**src/rtl/fetch_seq.sv**
```systemverilog
// fetch_seq: four-step instruction sequencer (FETCH -> DECODE -> EXEC -> UPDATE).
// Fetches one word per instruction from a request/acknowledge instruction memory,
// holds it in the instruction register, strobes the decoder once, waits one cycle
// for the decoder's registered controls, then computes and loads the next PC.
// A stall freezes everything except the capture of a memory word that arrives
// during FETCH; the move to DECODE is then deferred until the stall drops.
module fetch_seq (
  input  logic        clk,
  input  logic        rst,
  output logic        imem_req,
  output logic [31:0] imem_addr,
  input  logic        imem_ack,
  input  logic [31:0] imem_rdata,
  output logic [31:0] instr,
  output logic [5:0]  opcode,
  output logic [5:0]  funct,
  output logic        instr_valid,
  input  logic        Beq,
  input  logic        Bne,
  input  logic        J,
  input  logic        Z,
  input  logic        jr,
  input  logic [31:0] jr_target,
  input  logic        stall,
  output logic [31:0] pc
);

  typedef enum logic [1:0] {
    S_FETCH  = 2'd0,
    S_DECODE = 2'd1,
    S_EXEC   = 2'd2,
    S_UPDATE = 2'd3
  } state_t;

  state_t      r_state;
  state_t      w_state_next;

  logic [31:0] r_pc;
  logic [31:0] r_ir;
  // Set when a word was captured in FETCH while stalled; lets the sequencer
  // leave FETCH once the stall drops even if the memory no longer acknowledges.
  logic        r_ir_held;

  logic        w_ld_ir;
  logic        w_ld_pc;
  logic [31:0] w_pc_plus4;
  logic [31:0] w_br_off;
  logic [31:0] w_br_target;
  logic [31:0] w_j_target;
  logic        w_br_taken;
  logic [31:0] w_pc_next;

  // State register; reset forces FETCH regardless of stall or any other input.
  always_ff @(posedge clk) begin
    if (!rst) begin
      r_state <= S_FETCH;
    end else begin
      r_state <= w_state_next;
    end
  end

  // Next-state selection plus the per-state strobes (request, decode strobe, loads).
  always_comb begin
    w_state_next = r_state;
    w_ld_ir      = 1'b0;
    w_ld_pc      = 1'b0;
    imem_req     = 1'b0;
    instr_valid  = 1'b0;
    case (r_state)
      S_FETCH: begin
        // Request is gated by reset so it is low during any reset cycle and
        // rises in the first cycle after release.
        imem_req = rst;
        w_ld_ir  = imem_ack;
        if (!stall && (imem_ack || r_ir_held)) begin
          w_state_next = S_DECODE;
        end
      end
      S_DECODE: begin
        instr_valid = rst & ~stall;
        if (!stall) begin
          w_state_next = S_EXEC;
        end
      end
      S_EXEC: begin
        if (!stall) begin
          w_state_next = S_UPDATE;
        end
      end
      S_UPDATE: begin
        if (!stall) begin
          w_ld_pc      = 1'b1;
          w_state_next = S_FETCH;
        end
      end
      default: begin
        w_state_next = S_FETCH;
      end
    endcase
  end

  // Next-PC candidates; all adds wrap modulo 2^32 with no overflow indication.
  always_comb begin
    w_pc_plus4  = r_pc + 32'd4;
    w_br_off    = {{14{r_ir[15]}}, r_ir[15:0], 2'b00};
    w_br_target = w_pc_plus4 + w_br_off;
    w_j_target  = {w_pc_plus4[31:28], r_ir[25:0], 2'b00};
    // With both branch flavours asserted, either condition takes the branch.
    w_br_taken  = (Beq & Z) | (Bne & ~Z);
  end

  // Next-PC priority: register jump, then absolute jump, then branch, then sequential.
  // The register-jump target is used exactly as given (no alignment masking).
  always_comb begin
    if (jr) begin
      w_pc_next = jr_target;
    end else if (J) begin
      w_pc_next = w_j_target;
    end else if (w_br_taken) begin
      w_pc_next = w_br_target;
    end else begin
      w_pc_next = w_pc_plus4;
    end
  end

  // Datapath registers: IR captured on any acknowledge in FETCH (even when
  // stalled), PC loaded only on a non-stalled UPDATE; reset abandons all of it.
  always_ff @(posedge clk) begin
    if (!rst) begin
      r_pc      <= 32'h0000_0000;
      r_ir      <= 32'h0000_0000;
      r_ir_held <= 1'b0;
    end else begin
      if (w_ld_ir) begin
        r_ir <= imem_rdata;
      end
      if (r_state == S_FETCH) begin
        r_ir_held <= stall & (r_ir_held | imem_ack);
      end
      if (w_ld_pc) begin
        r_pc <= w_pc_next;
      end
    end
  end

  assign imem_addr = r_pc;
  assign pc        = r_pc;
  assign instr     = r_ir;
  assign opcode    = r_ir[31:26];
  assign funct     = r_ir[5:0];

endmodule

```
**config.mk**
```make
export PLATFORM = sky130hd
export DESIGN_NAME = fetch_seq
export DESIGN_NICKNAME = d
export VERILOG_FILES = /design/src/rtl/fetch_seq.sv
export SDC_FILE = /design/constraint.sdc
export NUM_CORES = 1
export LEC_CHECK = 0
export CAP_MARGIN = 20
export CELL_PAD_IN_SITES_DETAIL_PLACEMENT = 0
export CELL_PAD_IN_SITES_GLOBAL_PLACEMENT = 1
export CORE_MARGIN = 4
export CORE_UTILIZATION = 37
export CTS_CLUSTER_SIZE = 16
export DETAILED_ROUTE_END_ITERATION = 16
export MAX_ROUTING_LAYER = met4
export PLACE_DENSITY = 0.91
export RECOVER_POWER = 25
export SKIP_LAST_GASP = 1
export SYNTH_ARGS = -nofsm -noshare
export SYNTH_HDL_FRONTEND = slang
export SYNTH_SLANG_ARGS = --single-unit
export TNS_END_PERCENT = 5
```
**constraint.sdc**
```tcl
create_clock -name clk -period 8.7 [get_ports clk]
set_clock_uncertainty 0.15 [all_clocks]
set_input_delay 0.87 -clock clk [delete_from_list [all_inputs] [get_ports clk]]
set_output_delay 0.87 -clock clk [all_outputs]
set_load 0.005 [all_outputs]
```
==> out/qor.json <==
{
  "detailed_routing": {
    "detail_route.vias_per_cell": 5.55,
    "wirelength_mm": 21.9,
    "drtPass1Iterations": 5,
    "route.top_layer_used": "met4",
    "routed-via-count": 6372,
    "remaining_drc_errors": 0,
    "route.detailed.wl_per_inst_microns": 19.0,
    "dr_wl_met3_mm": 1.42,
    "ant_nets": 0,
    "met1_length_mm": 10.1,
    "drt_first_iter_violations": 337,
    "route.met2.wl_mm": 9.91
  },
  "worst_setup_path": {
    "critical_path.endpoint_type": "flip-flop",
    "crit_start": "rst",
    "crit_arrival_ns": 4.75,
    "number_of_cells_traversed_by_the_worst_register_to_register_path": 15,
    "timing.rr.end": "imem_addr[31]",
    "timing.rr.start": "imem_addr[11]",
    "crit_type": "primary input to flip-flop",
    "timing.critical_path.required_ns": 8.79,
    "critical_path.startpoint_type": "primary input",
    "rrSetupSlack_ns": 4.32,
    "critical_path_peak_fanout": 47
  },
  "power": {
    "clock_power_share_pct": 30.8,
    "static-leakage-power_nw": 3.28,
    "pwr-share-seq_pct": 31.0,
    "combinational_cell_fraction_of_total_power_pct": 38.1,
    "peakVddDrop_mv": 0.105,
    "internal_power_uw": 852,
    "p_sw_uw": 480,
    "power_density_relative_to_cell_area_mw_per_mm2": 167,
    "switching_share_pct": 36.0
  },
  "sta": {
    "slew-limit-headroom_pct": -69.2,
    "min_period_over_period_pct": 53.6,
    "final_hold_viol_count": 0,
    "report.final.slew_viol_count": 82,
    "fin_crit_ns": 4.66,
    "setup_violations": 0,
    "worstMarginPinSlew_ns": 2.54,
    "fin_tns_setup_ns": 0,
    "fmax_mhz": 215,
    "worst_hold_slack_after_final_layout_ns": 0.318,
    "unrepaired_setup_endpoints_after_global_routing": "no"
  },
  "synth": {
    "synthArstFlopShare_pct": 0,
    "yosysTopAreaCell": "dfxtp_1",
    "ys_seq_elements": 67,
    "yosysUniqueCellTypes": 76,
    "synth.yosys.seq_area_share_pct": 22.5,
    "synth.avg_cell_area_sq_um": 7.35,
    "synth_cells": 812,
    "synthFlopType": "dfxtp_1",
    "synth.area.top_cells": "dfxtp_1 22%, ha_1 8.8%, nand2_1 8.2%",
    "syn-cell-area_sq_mm": 0.00597,
    "number_of_enable_type_register_cells_in_the_synthesized_netlist": 0,
    "count_of_yosys_warnings_during_synthesis": 0,
    "yosys.area.top_type_share_pct": 22.5,
    "syn_nets": 928
  },
  "final_layout": {
    "insertedDiodeCount": 0,
    "post_layout_nonfiller_instances": 1149,
    "n_fill_cell": 1560,
    "final_net_count": 1044,
    "most_common_library_cell_in_the_layout_ignoring_fill_and_taps": "clkdlybuf4s50_1",
    "mostFrequentLayoutCells": "167 x clkdlybuf4s50_1, 131 x nand2_1, 92 x a21oi_1, 67 x dfxtp_1, 59 x nor2_1",
    "areaGrowthSynthToFinish_pct": 33.3,
    "drive_gt1_share_pct": 5.36
  },
  "clock_tree": {
    "cts-buffers-inserted": 9,
    "clock_sinks": 67,
    "cts_buffer_depth": 2,
    "clk_pin_slew_worst_paths_ns": 0.06,
    "cts_setup_buffers": 0,
    "cts-root-buf": "clkbuf_16",
    "htree_num_levels": 3,
    "post_cts_resized": 0,
    "clk-insertion-delay-late_ns": 0.35,
    "clock_tree_from_tritoncts": "done",
    "cts-hold-fix-buffers": 0
  },
  "place": {
    "numPlacedInstances": 1133,
    "place.detailed.hpwl_mm": 15.6,
    "gp_congestion": 0.969,
    "io_port_bufs": 182
  },
  "worst_hold_path": {
    "min-delay-start": "instr[19]",
    "worstHoldPathCells": 2,
    "worstHoldPathType": "flip-flop to flip-flop",
    "min_delay_worst_endpoint": "instr[19]"
  },
  "job": {
    "maxCapViolCount": 2
  },
  "floorplanning": {
    "io_pins": 183,
    "chip_height_microns": 135,
    "design.die.area_sq_mm": 0.0182,
    "die_width_microns": 135,
    "num_rows": 46,
    "coreArea_sq_mm": 0.0158,
    "start_util_pct": 37.7
  },
  "global_route": {
    "grt_first_pass_wirelength_mm": 34.1,
    "number_of_antenna_violations_at_the_first_check_in_global_routing": 0,
    "grt_max_degree": 61,
    "grt-ovfl-total": 0,
    "grt.total_usage_pct": 24.6,
    "vias_in_the_first_global_route": 6192
  },
  "outcome": {
    "failed_checks": "capacitance limit, slew limit",
    "status": "finished, violations left"
  }
}
-- worst max-delay path: stages --
cell and delay [ns]:
dlygate4sd3_1 0.53, clkbuf_1 0.56, inv_1 0.23, clkbuf_1 1.83, nor2_1 0.32, nand3_1 0.20, mux2_1 0.14, nand3_1 0.05
-- area by class of cell --
type	instances	area (sq um)	area share [%]
Sequential cell	67	1340	16.9
Clock inverter	5	85.1	1.07
Multi-Input combinational cell	644	4080	51.3
Timing Repair Buffer	192	1880	23.6
Tap cell	216	270	3.40
Clock buffer	11	243	3.05
Inverter	14	52.6	0.661
-- synth_stat cells (8+ instances only) --
master    number
dfxtp_1       67
nor2_1        59
a21o_1        23
nand2_1      131
o21ai_0       35
clkbuf_1      31
buf_4         44
inv_1         14
nor4_1         9
ha_1          42
o211ai_1      10
a21oi_1       92
nor3_1        11
nand4_1        8
xnor2_1       26
and3_1        11
nand3_1       37
xor2_1        18
-- through the flow --
| stage | setup slack, ns | util [%] | power, mW | cell area (sq um) |
|---|---|---|---|---|
| floorplan | 4.84 | - | 0.700 | 5970 |
| global placement | 4.44 | 48.3 | 0.925 | 7640 |
| detailed placement | 4.38 | 48.3 | 0.927 | 7640 |
| CTS | 4.34 | 50.3 | 1.34 | 7970 |
| global route | 3.71 | 50.3 | 1.41 | 7950 |
| finish | 4.04 | 50.3 | 1.33 | 7950 |
-- power groups by stage --
stage          registers (mW)  logic, mW  clock network, mW
2_1_floorplan           0.406      0.294                  0
4_1_cts                 0.414      0.513              0.417
3_5_place_dp            0.419      0.508                  0
3_3_place_gp            0.419      0.506                  0
6_report                0.413      0.508              0.411
5_1_grt                 0.422      0.560              0.430
-- logic make-up (layout without fill, tap and decap cells) --
group,after synthesis,after routing,share of synthesized area [%]
compound gates,238,238,26.0
fa+ha+maj,43,43,9.14
flops,67,67,22.5
simple gates,308,308,24.6
mux,10,10,1.76
buf+inv,101,222,9.25
xor+xnor,45,45,6.73
-- routing by layer --
layer  up-vias  global-route usage (%)
li1       3112                       -
met1      2983                    32.6
met2       250                    38.6
met3        27                    4.06
met4         0                    7.56
met5         -                       -
-- worst max-delay path by stage --
| stage | end | slack [ns] |
|---|---|---|
| floorplan | imem_addr[31] | 4.84 |
| detailed placement | imem_addr[31] | 4.38 |
| finish | imem_addr[26] | 4.04 |
| global placement | imem_addr[31] | 4.44 |
| global route | imem_addr[26] | 3.71 |
| CTS | imem_addr[31] | 4.34 |
-- flip-flops by register name, indices dropped and copies added, names as in the netlist --
register   flops
imem_addr     32
instr         32
r_ir_held      1
r_state        2
Note: power is estimated with default switching activity, not from simulation.
